==> src/rtl/alarm_pkg.sv <==
// Shared types and digit limits for the time-set controller.
// Holds the state encoding, per-digit maxima and small state decode helpers.
package alarm_pkg;

  typedef enum logic [2:0] {
    IDLE    = 3'd0,
    EDIT_HT = 3'd1,
    EDIT_HU = 3'd2,
    EDIT_MT = 3'd3,
    EDIT_MU = 3'd4,
    COMMIT  = 3'd5
  } set_state_t;

  localparam logic [3:0] HR_T_MAX       = 4'd2;
  localparam logic [3:0] HR_U_MAX       = 4'd9;
  localparam logic [3:0] HR_U_MAX_AT_20 = 4'd3;
  localparam logic [3:0] MIN_T_MAX      = 4'd5;
  localparam logic [3:0] MIN_U_MAX      = 4'd9;

  function automatic logic is_edit(input set_state_t s);
    return (s == EDIT_HT) || (s == EDIT_HU) || (s == EDIT_MT) || (s == EDIT_MU);
  endfunction

  function automatic logic [1:0] state_sel(input set_state_t s);
    case (s)
      EDIT_HU: return 2'd1;
      EDIT_MT: return 2'd2;
      EDIT_MU: return 2'd3;
      default: return 2'd0;
    endcase
  endfunction

endpackage

==> src/rtl/time_set_ctrl_digit_wrap.sv <==
// Combinational up/down step of one BCD digit with wrap at both ends.
// Up has priority when both requests are present.
module digit_wrap (
  input  logic [3:0] val,
  input  logic [3:0] max,
  input  logic       up,
  input  logic       down,
  output logic [3:0] next
);

  always_comb begin
    next = val;
    if (up) begin
      next = (val >= max) ? 4'd0 : val + 4'd1;
    end else if (down) begin
      next = (val == 4'd0) ? max : val - 4'd1;
    end
  end

endmodule

==> src/rtl/time_set_ctrl.sv <==
// Button-driven editor for HH:MM: edits a shadow copy one digit at a time and
// issues a one-cycle set strobe with all four digits on confirm.
module time_set_ctrl
  import alarm_pkg::*;
#(
  parameter int TIMEOUT_CYCLES = 1000,
  parameter int BLINK_HALF     = 250
) (
  input  logic       clk,
  input  logic       reset,
  input  logic       mode_btn,
  input  logic       up_btn,
  input  logic       down_btn,
  input  logic       cancel_btn,
  input  logic [3:0] cur_hr_T,
  input  logic [3:0] cur_hr_U,
  input  logic [3:0] cur_min_T,
  input  logic [3:0] cur_min_U,
  output logic       set,
  output logic [3:0] hr_T_val,
  output logic [3:0] hr_U_val,
  output logic [3:0] min_T_val,
  output logic [3:0] min_U_val,
  output logic       editing,
  output logic [1:0] sel,
  output logic       blink
);

  localparam int TO_W = (TIMEOUT_CYCLES > 2) ? $clog2(TIMEOUT_CYCLES) : 1;
  localparam int BL_W = (BLINK_HALF > 1) ? $clog2(BLINK_HALF) : 1;
  localparam logic [TO_W-1:0] TO_LAST = TO_W'(TIMEOUT_CYCLES - 1);
  localparam logic [BL_W-1:0] BL_LAST = BL_W'(BLINK_HALF - 1);

  set_state_t      state;
  set_state_t      state_d;
  logic [3:0]      sh_ht;
  logic [3:0]      sh_hu;
  logic [3:0]      sh_mt;
  logic [3:0]      sh_mu;
  logic [TO_W-1:0] to_cnt;
  logic [BL_W-1:0] bl_cnt;
  logic [3:0]      wrap_val;
  logic [3:0]      wrap_max;
  logic [3:0]      wrap_next;
  logic            capture;
  logic            apply_step;
  logic            any_btn;
  logic            blink_rst;

  // Entering the 20s hour range forces the units digit into 0..3.
  function automatic logic [3:0] clamp_hu(input logic [3:0] ht, input logic [3:0] hu);
    if ((ht == HR_T_MAX) && (hu > HR_U_MAX_AT_20)) begin
      return HR_U_MAX_AT_20;
    end
    return hu;
  endfunction

  assign hr_T_val  = sh_ht;
  assign hr_U_val  = sh_hu;
  assign min_T_val = sh_mt;
  assign min_U_val = sh_mu;
  assign any_btn   = mode_btn | up_btn | down_btn | cancel_btn;

  always_comb begin
    wrap_val = sh_ht;
    wrap_max = HR_T_MAX;
    case (state)
      EDIT_HU: begin
        wrap_val = sh_hu;
        wrap_max = (sh_ht == HR_T_MAX) ? HR_U_MAX_AT_20 : HR_U_MAX;
      end
      EDIT_MT: begin
        wrap_val = sh_mt;
        wrap_max = MIN_T_MAX;
      end
      EDIT_MU: begin
        wrap_val = sh_mu;
        wrap_max = MIN_U_MAX;
      end
      default: begin
        wrap_val = sh_ht;
        wrap_max = HR_T_MAX;
      end
    endcase
  end

  digit_wrap u_wrap (
    .val  (wrap_val),
    .max  (wrap_max),
    .up   (up_btn),
    .down (down_btn),
    .next (wrap_next)
  );

  // Next-state decode; one action per cycle with cancel > mode > up > down.
  always_comb begin
    state_d    = state;
    capture    = 1'b0;
    apply_step = 1'b0;
    case (state)
      IDLE: begin
        if (mode_btn) begin
          state_d = EDIT_HT;
          capture = 1'b1;
        end
      end
      COMMIT: state_d = IDLE;
      EDIT_HT, EDIT_HU, EDIT_MT, EDIT_MU: begin
        if (cancel_btn) begin
          state_d = IDLE;
        end else if (mode_btn) begin
          case (state)
            EDIT_HT: state_d = EDIT_HU;
            EDIT_HU: state_d = EDIT_MT;
            EDIT_MT: state_d = EDIT_MU;
            default: state_d = COMMIT;
          endcase
        end else if (up_btn || down_btn) begin
          apply_step = 1'b1;
        end else if (to_cnt == TO_LAST) begin
          state_d = IDLE;
        end
      end
      default: state_d = IDLE;
    endcase
  end

  assign blink_rst = !is_edit(state) || !is_edit(state_d) || mode_btn || up_btn || down_btn;

  always_ff @(posedge clk) begin
    if (reset) begin
      state   <= IDLE;
      sh_ht   <= 4'd0;
      sh_hu   <= 4'd0;
      sh_mt   <= 4'd0;
      sh_mu   <= 4'd0;
      set     <= 1'b0;
      editing <= 1'b0;
      sel     <= 2'd0;
      blink   <= 1'b1;
      to_cnt  <= '0;
      bl_cnt  <= '0;
    end else begin
      state   <= state_d;
      set     <= (state_d == COMMIT);
      editing <= is_edit(state_d);
      sel     <= state_sel(state_d);

      if (capture) begin
        sh_ht <= cur_hr_T;
        sh_hu <= cur_hr_U;
        sh_mt <= cur_min_T;
        sh_mu <= cur_min_U;
      end else if (apply_step) begin
        case (state)
          EDIT_HT: begin
            sh_ht <= wrap_next;
            sh_hu <= clamp_hu(wrap_next, sh_hu);
          end
          EDIT_HU: sh_hu <= wrap_next;
          EDIT_MT: sh_mt <= wrap_next;
          EDIT_MU: sh_mu <= wrap_next;
          default: sh_ht <= sh_ht;
        endcase
      end

      if (is_edit(state) && is_edit(state_d) && !any_btn) begin
        to_cnt <= to_cnt + TO_W'(1);
      end else begin
        to_cnt <= '0;
      end

      if (blink_rst) begin
        blink  <= 1'b1;
        bl_cnt <= '0;
      end else if (bl_cnt == BL_LAST) begin
        blink  <= ~blink;
        bl_cnt <= '0;
      end else begin
        bl_cnt <= bl_cnt + BL_W'(1);
      end
    end
  end

endmodule
==> config.mk <==
export PLATFORM = sky130hd
export DESIGN_NAME = time_set_ctrl
export DESIGN_NICKNAME = d
export VERILOG_FILES = /design/src/rtl/alarm_pkg.sv /design/src/rtl/time_set_ctrl_digit_wrap.sv /design/src/rtl/time_set_ctrl.sv
export SDC_FILE = /design/constraint.sdc
export NUM_CORES = 1
export LEC_CHECK = 0
export ABC_AREA = 1
export CAP_MARGIN = 5
export CORE_AREA = 4 4 94 118
export CTS_CLUSTER_DIAMETER = 80
export DETAILED_ROUTE_END_ITERATION = 12
export DIE_AREA = 0 0 98 122
export GPL_TIMING_DRIVEN = 0
export PLACE_DENSITY = 0.47
export SETUP_SLACK_MARGIN = 0.15
export SLEW_MARGIN = 20
export SYNTH_ARGS = -nofsm -noshare
export SYNTH_HDL_FRONTEND = slang
export SYNTH_SLANG_ARGS = --single-unit
export TNS_END_PERCENT = 100
==> constraint.sdc <==
create_clock -name clk -period 5.6 [get_ports clk]
set_clock_uncertainty 0.15 [all_clocks]
set_input_delay 0.84 -clock clk [delete_from_list [all_inputs] [get_ports clk]]
set_output_delay 0.84 -clock clk [all_outputs]
set_load 0.05 [all_outputs]
==> results.md, run 1 <==
* Largest net degree at the start of global routing at 15
* Leakage at between 1 and 1.5 nW
* Mapped Area at 0.00245 mm^2
* Yosys Warn Count at 0
* Die height at 122 um
* CTS sink cnt at 42
* Slew @ Worst Pin at 0.559 ns
* Worst hold path class: reg -> reg
* Final setup fails at 0
* Final core occ at 31.6%
* Final nets at ~430
* Clk slew on worst S/H paths at 0.06 ns
* DR WL met2 at 3450 um
* Seq/Total Area, Yosys at approximately 34%
* Startpoint types: register
* Cell with the most instances after synthesis: nand2_1
* Setup TNS at 0 ns
* Hpwl dp at between 5000 and 6000 um
* DR pass1 iterations at 4
* Area growth, synth to finish at 29.2%
* Count of different cell masters after synthesis at 37
* DIE AREA at 0.0120 mm^2
* Site Rows at 41
* IO Count at 43
* Crit path arrival time at roughly 3 ns
* Cells after Synth at approximately 350
* Final period util at around 54%
* Die width at 98 um
* Most common flop cell mapped by yosys: dfxtp_1
* Via density at 4.45
* Post-Syn Nets at 378
* CTS tree: done
* Core box area at 0.0100 mm^2
* Quantity of I/O buffers inserted on ports at between 40 and 50
* Routed len/inst at 12.7 um
* Max FO, Critical Path at 8
* Post-synthesis sequential element count at 42
* Area contributors post-synth: dfxtp_1, nand2_1, nand3_1, nor2_1, inv_1
* Antenna fix cells at 0
* Crit. End Element: register
* Pwr per Cell Area at 263 mW/mm^2
* Initial antenna violation count at 0
* Critical path class: reg -> reg
* Placer congestion estimate at 0.879
* RSZ-0062 raised after global routing: false
* 1st-iter DRT viols at slightly below 90
* Normalized max-slew margin at a little over three fifths
* Status: finished, final reports clean
* Via count at 2343
* Clock latency on the worst-skew pair at 0.28 ns
* Pins Over Slew Limit at 0
* Max Freq at roughly 0.33 GHz
* H-Tree Depth at 2
* Share of layout cells above drive strength 1 at 10.6%
* Worst endpoint required time at 5.62 ns
* Post-CTS Hold Fix Bufs at 0
* Syn_area_per_cell at 7.04 um^2
* Post-synth EDFFs at 0
* Routed length on met3 at slightly above 200 um
* FFs w/ async S/R, synth at 0%
* Top sig layer: met4
* Crit path time final at 3.03 ns
* Hold Fails Final Rpt at 0
* First-pass GRT wire length at 11100 um
* Initial Utilization at 24.5%
* Design Area, Final at 0.00316 mm^2
* DRC at 0
* # resized after CTS at 0
* Clock Tree Buf Depth at 2
* GR Overflow Total at 0
* MaxCap Viol Count at 0
* Post-CTS Setup Inserts at 0
* Post-synth top area share at 34.3%
* CTS buffer count at 5
* CTS root buffer: clkbuf_16
* Routed wire length at 6700 um
* Global Route Usage Sum at 11.6%
* Vias in the first global route at ~2300
* Peak VDD IR at ~0.13 mV
* Most frequent cells after synthesis: nand2_1, nor2_1, dfxtp_1, nand3_1, inv_1
* Number of routed nets with antenna violations at 0
* Wl on met1 at 2990 um
* Synth area leader: dfxtp_1
* DP Area at 0.00302 mm^2
* Filler cells at 1121
worst max-delay path: stages, from the launching register on:
cell and delay, ns:
dfxtp_1 0.51, inv_2 0.14, nand2_2 0.13, nor2_2 0.08, nand2_1 0.13, nand3_1 0.08, nor2_1 0.21, ha_1 0.25
inv_1 0.06, nor3_2 0.26, nand2_1 0.12, nand2_1 0.08, nand3_1 0.07, nand2_1 0.06, nor2_1 0.05, nor2_1 0.09
nand3_1 0.09, nand2_2 0.14, nand3_1 0.08, nand2_1 0.08, nor2_1 0.04
state kept, by name, indices dropped and copies added, names as in the netlist:
register	cells
to_cnt	10
bl_cnt	8
hr_T_val	4
hr_U_val	4
min_T_val	4
min_U_val	4
state	3
sel	2
blink	1
editing	1
set	1
logic make-up (layout without fill, tap and decap cells):
| kind of cell | after synthesis | after routing | share of synthesized area [%] |
|---|---|---|---|
| XOR/XNOR | 13 | 13 | 4.65 |
| adder cells (fa/ha/maj) | 8 | 8 | 4.09 |
| buffers and inverters | 47 | 96 | 7.26 |
| AND/OR/NAND/NOR | 180 | 180 | 35.4 |
| AO/OA/AOI/OAI | 58 | 58 | 14.3 |
| flip-flops | 42 | 42 | 34.3 |
path summary, 6_finish.rpt:
path              from           to  slack, ns  cells after the start
max           state[2]  hr_U_val[3]       2.57                     20
min          to_cnt[0]    to_cnt[0]       0.30                      1
max reg2reg   state[2]  hr_U_val[3]       2.57                     20
min reg2reg  to_cnt[0]    to_cnt[0]       0.30                      1
cell usage in the layout (no fill, tap or decap), types with 3 or more instances in the layout:
master / Yosys / layout
nor3_2: 4 / 4
nand2_1: 57 / 57
clkbuf_16: 0 / 5
nand3_1: 38 / 38
nor3_1: 4 / 4
inv_1: 37 / 37
o21ai_0: 15 / 15
inv_2: 6 / 6
clkbuf_1: 3 / 3
ha_1: 8 / 8
nor2_2: 4 / 4
dfxtp_1: 42 / 42
xnor2_1: 3 / 3
nand4_1: 6 / 6
nor2_4: 3 / 3
nor2_1: 49 / 49
nand3b_1: 3 / 3
xor2_1: 10 / 10
clkdlybuf4s50_1: 0 / 41
a21oi_1: 25 / 25
nand2_2: 5 / 5
a31oi_1: 4 / 4
area by class of cell:
| type | count | area (um^2) | share of cell area, % |
|---|---|---|---|
| Timing Repair Buffer | 41 | 410 | 13.0 |
| Inverter | 43 | 161 | 5.10 |
| Tap cell | 129 | 161 | 5.10 |
| Multi-Input combinational cell | 259 | 1430 | 45.2 |
| Buffer | 4 | 16.3 | 0.514 |
| Clock buffer | 5 | 125 | 3.95 |
| Sequential cell | 42 | 841 | 26.6 |
| Clock inverter | 3 | 18.8 | 0.593 |
power breakdown:
part	switching, mW	internal, mW	leakage (nW)
registers	0.0144	0.313	0.342
clock network	0.120	0.165	0.0740
logic	0.141	0.0779	0.843
total	0.276	0.556	1.26
metal layers:
layer / track usage [%] / vias up
met2: 21.5 / 34
met5: 0 / -
met3: 2.52 / 5
li1: - / 1246
met1: 13.6 / 1058
met4: 2.60 / 0
stage by stage:
step / instances / hold slack [ns] / total power, mW / worst slack (ns)
final: 526 / 0.303 / 0.832 / 2.57
after detailed placement: 518 / 0.294 / 0.555 / 2.35
after CTS: 526 / 0.309 / 0.844 / 2.59
after global routing: 526 / 0.324 / 0.879 / 2.21
after floorplan: 348 / 0.268 / 0.481 / 2.99
after global placement: 518 / 0.285 / 0.556 / 2.38
(Power assumes the default switching activity.)
==> inputs of run 2 (changes only) <==
- clock period: 5.6 -> 3.2 ns (I/O delays scaled with it)
==> run 2 against run 1 <==
  * Register-to-register slack worse by 2.1 ns
  * Count of clock-buffer cells in the layout stayed put
  * Sequential share of layout area is 0.60 points lower
  * Die area stayed put
  * Final cell count is 0.57% higher
  * First-iteration DRC count is 5.6% higher
  * Combinational power is 84% higher
  * Clock power is 75% higher
  * Total power is 77% higher
  * Critical endpoint unchanged
  * Largest power group unchanged
  * Highest routed layer unchanged
==> results.md, run 2 (synthesis gave the netlist of run 1 again) <==
* Status: finished, final reports clean (unchanged)
* GR Overflow Total at 0 (unchanged)
* CTS tree: done (unchanged)
* DRC at 0 (unchanged)
* Routed len/inst at 12.8 um (was 12.7 um)
* Largest Register: to_cnt (unchanged)
* Crit path time final at 2.78 ns (was 3.03 ns)
* RSZ-0062 raised after global routing: false (unchanged)
* Die width at 98 um (unchanged)
* Crit path arrival time at 2.80 ns (was 3.05 ns)
* Dpl cells at 518 (unchanged)
* Final period util at 86.8% (was 54.1%)
* Worst r2r src: state[1] (was state[2])
* Worst endpoint required time at 3.22 ns (was 5.62 ns)
* Final nets at 429 (was 426)
* DIE AREA at 0.0120 mm^2 (unchanged)
* IO Count at 43 (unchanged)
* Max Freq at 0.360 GHz (was 0.330 GHz)
* Critical path class: reg -> reg (unchanged)
* Initial Utilization at 24.5% (unchanged)
* CTS root buffer: clkbuf_16 (unchanged)
* CTS sink cnt at 42 (unchanged)
* Peak VDD IR at 0.236 mV (was 0.134 mV)
* Biggest regs: to_cnt (10), bl_cnt (8) (unchanged)
* R2r setup slk at 0.42 ns (was 2.57 ns)
* DR pass1 iterations at 4 (unchanged)
* Flip-flop and latch area at 846 um^2 (was 841 um^2)
* Most frequent cells in the layout: nand2_1, nor2_1, clkdlybuf4s50_1, dfxtp_1, inv_1 (was nand2_1, nor2_1, dfxtp_1, clkdlybuf4s50_1, nand3_1)
* Hpwl dp at 5490 um (unchanged)
* Routed wire length at 6790 um (was 6700 um)
* Post-CTS Hold Fix Bufs at 0 (unchanged)
* Final setup fails at 0 (unchanged)
* Pwr per Cell Area at 453 mW/mm^2 (was 263 mW/mm^2)
* Clock Tree Buf Depth at 2 (unchanged)
* Area growth, synth to finish at 33.0% (was 29.2%)
* Setup TNS at 0 ns (unchanged)
* Hold Fails Final Rpt at 0 (unchanged)
* DR WL met2 at 3530 um (was 3450 um)
* Filler cells at 1119 (was 1121)
* Area taken by multi-input logic gates at 0.00149 mm^2 (was 0.00143 mm^2)
* Wl on met1 at 2950 um (was 2990 um)
* CTS buffer count at 5 (unchanged)
* Layout Cells excl Fill at 529 (was 526)
* R2r endpoint: hr_U_val[3] (unchanged)
* Max FO, Critical Path at 8 (unchanged)
* Via density at 4.52 (was 4.45)
* Critical Path End: hr_U_val[3] (unchanged)
* Initial antenna violation count at 0 (unchanged)
* Placer congestion estimate at 0.879 (unchanged)
* Worst reg2reg path depth at 22 (was 20)
* Antenna fix cells at 0 (unchanged)
* MaxCap Viol Count at 0 (unchanged)
* Largest net degree at the start of global routing at 15 (unchanged)
* Share of layout cells above drive strength 1 at 13.8% (was 10.6%)
* Commonest non-fill, non-tap cell in the layout: nand2_1 (unchanged)
* Top sig layer: met4 (unchanged)
* Routed length on met3 at 254 um (was 207 um)
* Crit. End Element: register (unchanged)
* Quantity of I/O buffers inserted on ports at 41 (unchanged)
* Normalized max-slew margin at 63.9% (was 62.8%)
* Worst hold path class: reg -> reg (unchanged)
* Pins Over Slew Limit at 0 (unchanged)
* Slew @ Worst Pin at 0.542 ns (was 0.559 ns)
* H-Tree Depth at 2 (unchanged)
* First-pass GRT wire length at 11100 um (unchanged)
* Global Route Usage Sum at 11.6% (unchanged)
* Vias in the first global route at 2263 (unchanged)
* Clock latency on the worst-skew pair at 0.28 ns (about the same)
* 1st-iter DRT viols at 94 (was 89)
* Number of flip-flops under the largest register name at 10 (unchanged)
* Number of routed nets with antenna violations at 0 (unchanged)
* Core box area at 0.0100 mm^2 (unchanged)
* Site Rows at 41 (unchanged)
* Startpoint types: register (unchanged)
* Clk slew on worst S/H paths at 0.06 ns (about the same)
* Crit path launch: state[1] (was state[2])
* Total Power at 1.48 mW (was 832 uW)
* Die height at 122 um (unchanged)
* Leakage at 1.30 nW (was 1.26 nW)
* Via count at 2393 (was 2343)
run 2: where the power goes:
group / switching, mW / internal [mW] / total, mW
Clock: 0.210 / 0.289 / 0.499
Sequential: 0.0254 / 0.547 / 0.573
Combinational: 0.255 / 0.148 / 0.403
Total: 0.491 / 0.984 / 1.48
run 2: worst min path at each step:
stage | cells past startpoint | endpoint | from
2_1_floorplan | 1 | to_cnt[0] | to_cnt[0]
3_3_place_gp | 1 | to_cnt[0] | to_cnt[0]
6_report | 1 | to_cnt[0] | to_cnt[0]
3_5_place_dp | 1 | to_cnt[0] | to_cnt[0]
4_1_cts | 1 | to_cnt[0] | to_cnt[0]
5_1_grt | 1 | to_cnt[0] | to_cnt[0]
run 2: timing repair:
item	in CTS	in global routing
setup endpoints to repair	0	11
setup buffers	0	3
hold endpoints to repair	0	0
resized for setup	0	17
run 2: per-layer routing:
metal	up-vias	global-route usage (%)
met3	5	2.52
met1	1089	13.6
li1	1254	-
met5	-	0
met4	0	2.60
met2	45	21.5
run 2: layout make-up:
| type | instances | area share, % |
|---|---|---|
| tap | 129 | 4.96 |
| buffer | 4 | 0.576 |
| clock inverter | 3 | 0.576 |
| timing repair buffer | 44 | 13.3 |
| sequential | 42 | 26.0 |
| inverter | 43 | 4.96 |
| clock buffer | 5 | 3.84 |
| multi-input combinational | 259 | 45.8 |
run 2: critical path, stage by stage (launching register included):
cell	delay, ns
dfxtp_1	0.29
clkbuf_4	0.18
nor2_4	0.16
nand2_4	0.10
nand2_8	0.10
inv_2	0.06
nand2_1	0.09
inv_1	0.08
nor2_4	0.13
ha_2	0.21
inv_1	0.07
nor3_4	0.16
nand2_1	0.10
nand2_1	0.07
nand3_1	0.06
nand2_1	0.06
nor2_1	0.05
nor2_1	0.09
nand3_1	0.08
nand2_2	0.13
nand3_1	0.08
nand2_1	0.08
nor2_1	0.04
run 2: stage by stage:
| step | utilization, % | setup WS [ns] | area (um^2) | hold WS, ns |
|---|---|---|---|---|
| floorplan | - | 0.595 | 2450 | 0.268 |
| global placement | 30.2 | 0.214 | 3020 | 0.285 |
| detailed placement | 30.2 | 0.210 | 3020 | 0.294 |
| CTS | 31.6 | 0.190 | 3160 | 0.309 |
| global route | 32.6 | 0.145 | 3260 | 0.324 |
| finish | 32.6 | 0.423 | 3260 | 0.303 |
==> inputs of run 3 (changes only) <==
- CORE_AREA: 4 4 94 118 -> 4 4 66 83
- DIE_AREA: 0 0 98 122 -> 0 0 70 87
- PLACE_DENSITY: 0.47 -> 0.83
==> run 3 against run 2 <==
  * First-iteration DRC count up 46%
  * Hold slack worse by 0.0018 ns
  * Combinational power about the same
  * Sequential power about the same
  * Fmax down 3.7%
  * Global-route usage up 9.5 points
  * Non-clock buffer count down 1
  * Count of clock-buffer cells in the layout up 1
  * Design area down 4.3%
  * Sequential cell count unchanged
==> results.md, run 3 (synthesis gave the netlist of run 1 again) <==
* Global Route Usage Sum at 21.1% (was 11.6%)
* Worst endpoint required time at 3.23 ns (was 3.22 ns)
* Die height at 87 um (was 122 um)
* CTS root buffer: clkbuf_8 (was clkbuf_16)
* Worst reg2reg path depth at 20 (was 22)
* Leakage at 1.27 nW (was 1.30 nW)
* CTS buffer count at 5 (unchanged)
* CTS sink cnt at 42 (unchanged)
* DRC at 0 (unchanged)
* Routed len/inst at 14.2 um (was 12.8 um)
* First-pass GRT wire length at 10400 um (was 11100 um)
* RSZ-0062 raised after global routing: false (unchanged)
* Critical path class: reg -> reg (unchanged)
* Vias in the first global route at 2337 (was 2263)
* Number of flip-flops under the largest register name at 10 (unchanged)
* GR Overflow Total at 0 (unchanged)
* IO Count at 43 (unchanged)
* Final period util at 90.1% (was 86.8%)
* H-Tree Depth at 2 (unchanged)
* Antenna fix cells at 0 (unchanged)
* Seq pwr share at 42.6% (was 38.8%)
* Top cell by count, worst path: nand2_1 (unchanged)
* Pins Over Slew Limit at 0 (unchanged)
* Status: finished, final reports clean (unchanged)
* Setup TNS at 0 ns (unchanged)
* Post-CTS Hold Fix Bufs at 0 (unchanged)
* 1st-iter DRT viols at 137 (was 94)
* Die width at 70 um (was 98 um)
* Clk slew on worst S/H paths at 0.08 ns (was 0.06 ns)
* Largest net degree at the start of global routing at 15 (unchanged)
* Layout Cells excl Fill at 459 (was 529)
* Dpl cells at 449 (was 518)
* Area growth, synth to finish at 27.3% (was 33.0%)
* Slew @ Worst Pin at 0.550 ns (was 0.542 ns)
* Buf+Inv Stages, Crit Path at 2 (was 4)
* Biggest regs: to_cnt (10), bl_cnt (8) (unchanged)
* CTS tree: done (unchanged)
* Quantity of I/O buffers inserted on ports at 41 (unchanged)
* Number of routed nets with antenna violations at 0 (unchanged)
* Site Rows at 28 (was 41)
* Final setup fails at 0 (unchanged)
* Crit. End Element: register (unchanged)
* Worst path slowest cell: dfxtp_4 (was dfxtp_1)
* Crit path depth at 20 (was 22)
* Hold Fails Final Rpt at 0 (unchanged)
* Startpoint types: register (unchanged)
* Pwr per Cell Area at 430 mW/mm^2 (was 453 mW/mm^2)
* Peak VDD IR at 0.339 mV (was 0.236 mV)
* Largest Register: to_cnt (unchanged)
* Normalized max-slew margin at 63.3% (was 63.9%)
* Switch Pwr at 470 uW (was 491 uW)
* Max Freq at 0.347 GHz (was 0.360 GHz)
* Crit path arrival time at 2.92 ns (was 2.80 ns)
* Core box area at 0.00469 mm^2 (was 0.0100 mm^2)
* Routed wire length at 6500 um (was 6790 um)
* Final core occ at 66.4% (was 32.6%)
* Combinational share of power at 30.2% (was 27.3%)
* Worst hold path class: reg -> reg (unchanged)
* Cell internal pwr at 870 uW (was 984 uW)
* Crit path max-delay family: simple AND/OR/NAND/NOR gates (unchanged)
* Clock Power Share at 27.2% (was 33.8%)
* Placer congestion estimate at 0.901 (was 0.879)
* Worst hold path depth at 1 (unchanged)
* Via count at 2513 (was 2393)
* Clock latency on the worst-skew pair at 0.30 ns (was 0.28 ns)
* Hpwl dp at 5000 um (was 5490 um)
* MaxCap Viol Count at 0 (unchanged)
* CP Cell Sequence: inv_2, nand2_2, nor2_2, nand2_1, nand3_1, nor2_4, ha_4, inv_1, nor3_4, nand2_1, nand2_1, nand3_1, nand2_1, nor2_1, nor2_1, nand3_1, nand2_2, nand3_1, nand2_1, nor2_1 (was clkbuf_4, nor2_4, nand2_4, nand2_8, inv_2, nand2_1, inv_1, nor2_4, ha_2, inv_1, nor3_4, nand2_1, nand2_1, nand3_1, nand2_1, nor2_1, nor2_1, nand3_1, nand2_2, nand3_1, nand2_1, nor2_1)
* Commonest non-fill, non-tap cell in the layout: nand2_1 (unchanged)
* Total Power at 1.34 mW (was 1.48 mW)
* Critical path's largest stage delay at 0.42 ns (was 0.29 ns)
* Share of layout cells above drive strength 1 at 13.0% (was 13.8%)
* Final nets at 428 (was 429)
* DIE AREA at 0.00609 mm^2 (was 0.0120 mm^2)
* Filler cells at 411 (was 1119)
* Clock Tree Buf Depth at 2 (unchanged)
* Initial antenna violation count at 0 (unchanged)
* DR pass1 iterations at 5 (was 4)
* Most frequent cells in the layout: nand2_1, nor2_1, clkdlybuf4s50_1, dfxtp_1, inv_1 (unchanged)
* Crit path time final at 2.88 ns (was 2.78 ns)
* Via density at 5.47 (was 4.52)
* Max FO, Critical Path at 8 (unchanged)
* Sw Share at 35.1% (was 33.3%)
* Initial Utilization at 52.2% (was 24.5%)
==> run 3: changes by cell type in the layout (fill, tap and decap cells not counted), sizes merged <==
cell      previous run  this run
clkinvlp             0         1
clkinv               2         0
==> run 3: repair_timing <==
item,CTS,global route
gates resized for setup,0,17
setup buffers,0,2
setup endpoints to repair,0,12
endpoints found under the hold margin,0,0
==> run 3: power by group through the flow <==
| stage | combinational [mW] | sequential (mW) | clock (mW) |
|---|---|---|---|
| 2_1_floorplan | 0.184 | 0.658 | 0 |
| 3_3_place_gp | 0.375 | 0.583 | 0 |
| 3_5_place_dp | 0.381 | 0.583 | 0 |
| 4_1_cts | 0.383 | 0.571 | 0.374 |
| 5_1_grt | 0.438 | 0.575 | 0.394 |
| 6_report | 0.404 | 0.571 | 0.365 |
==> run 3: path summary, 6_finish.rpt <==
kind / slack, ns / to / startpoint
max: 0.32 / hr_U_val[3] / state[2]
min: 0.30 / to_cnt[0] / to_cnt[0]
max reg2reg: 0.32 / hr_U_val[3] / state[2]
min reg2reg: 0.30 / to_cnt[0] / to_cnt[0]
==> run 3: layer usage <==
metal | global-route usage [%] | share of wire, % | up-vias
met2 | 40.2 | 53 | 82
li1 | - | - | 1258
met1 | 23.1 | 40 | 1157
met4 | 7.49 | 2.6 | 0
met5 | 0 | 0 | -
met3 | 4.16 | 4.7 | 16
==> run 3: per-stage QoR <==
| stage | hold slack [ns] | cell area (um^2) | worst slack, ns |
|---|---|---|---|
| 2_1_floorplan | 0.268 | 2450 | 0.595 |
| 3_3_place_gp | 0.281 | 2930 | 0.298 |
| 3_5_place_dp | 0.294 | 2930 | 0.233 |
| 4_1_cts | 0.307 | 3030 | 0.199 |
| 5_1_grt | 0.338 | 3120 | 0.115 |
| 6_report | 0.301 | 3120 | 0.318 |
==> run 3: cell type report <==
cell class                      count  area, um^2  share of cell area, %
Multi-Input combinational cell    259        1490                   47.9
Buffer                              4        18.8                  0.602
Clock buffer                        6        82.6                   2.65
Sequential cell                    42         846                   27.1
Inverter                           43         161                   5.18
Timing Repair Buffer               43         425                   13.6
Clock inverter                      2        16.3                  0.522
Tap cell                           60        75.1                   2.41
==> run 3: worst reg2reg max path: stages (launching register included) <==
cell and delay, ns:
dfxtp_4 0.42, inv_2 0.10, nand2_2 0.17, nor2_2 0.09, nand2_1 0.14, nand3_1 0.15
nor2_4 0.20, ha_4 0.16, inv_1 0.06, nor3_4 0.18, nand2_1 0.10, nand2_1 0.07
nand3_1 0.07, nand2_1 0.08, nor2_1 0.05, nor2_1 0.12, nand3_1 0.10, nand2_2 0.14
nand3_1 0.09, nand2_1 0.09, nor2_1 0.04
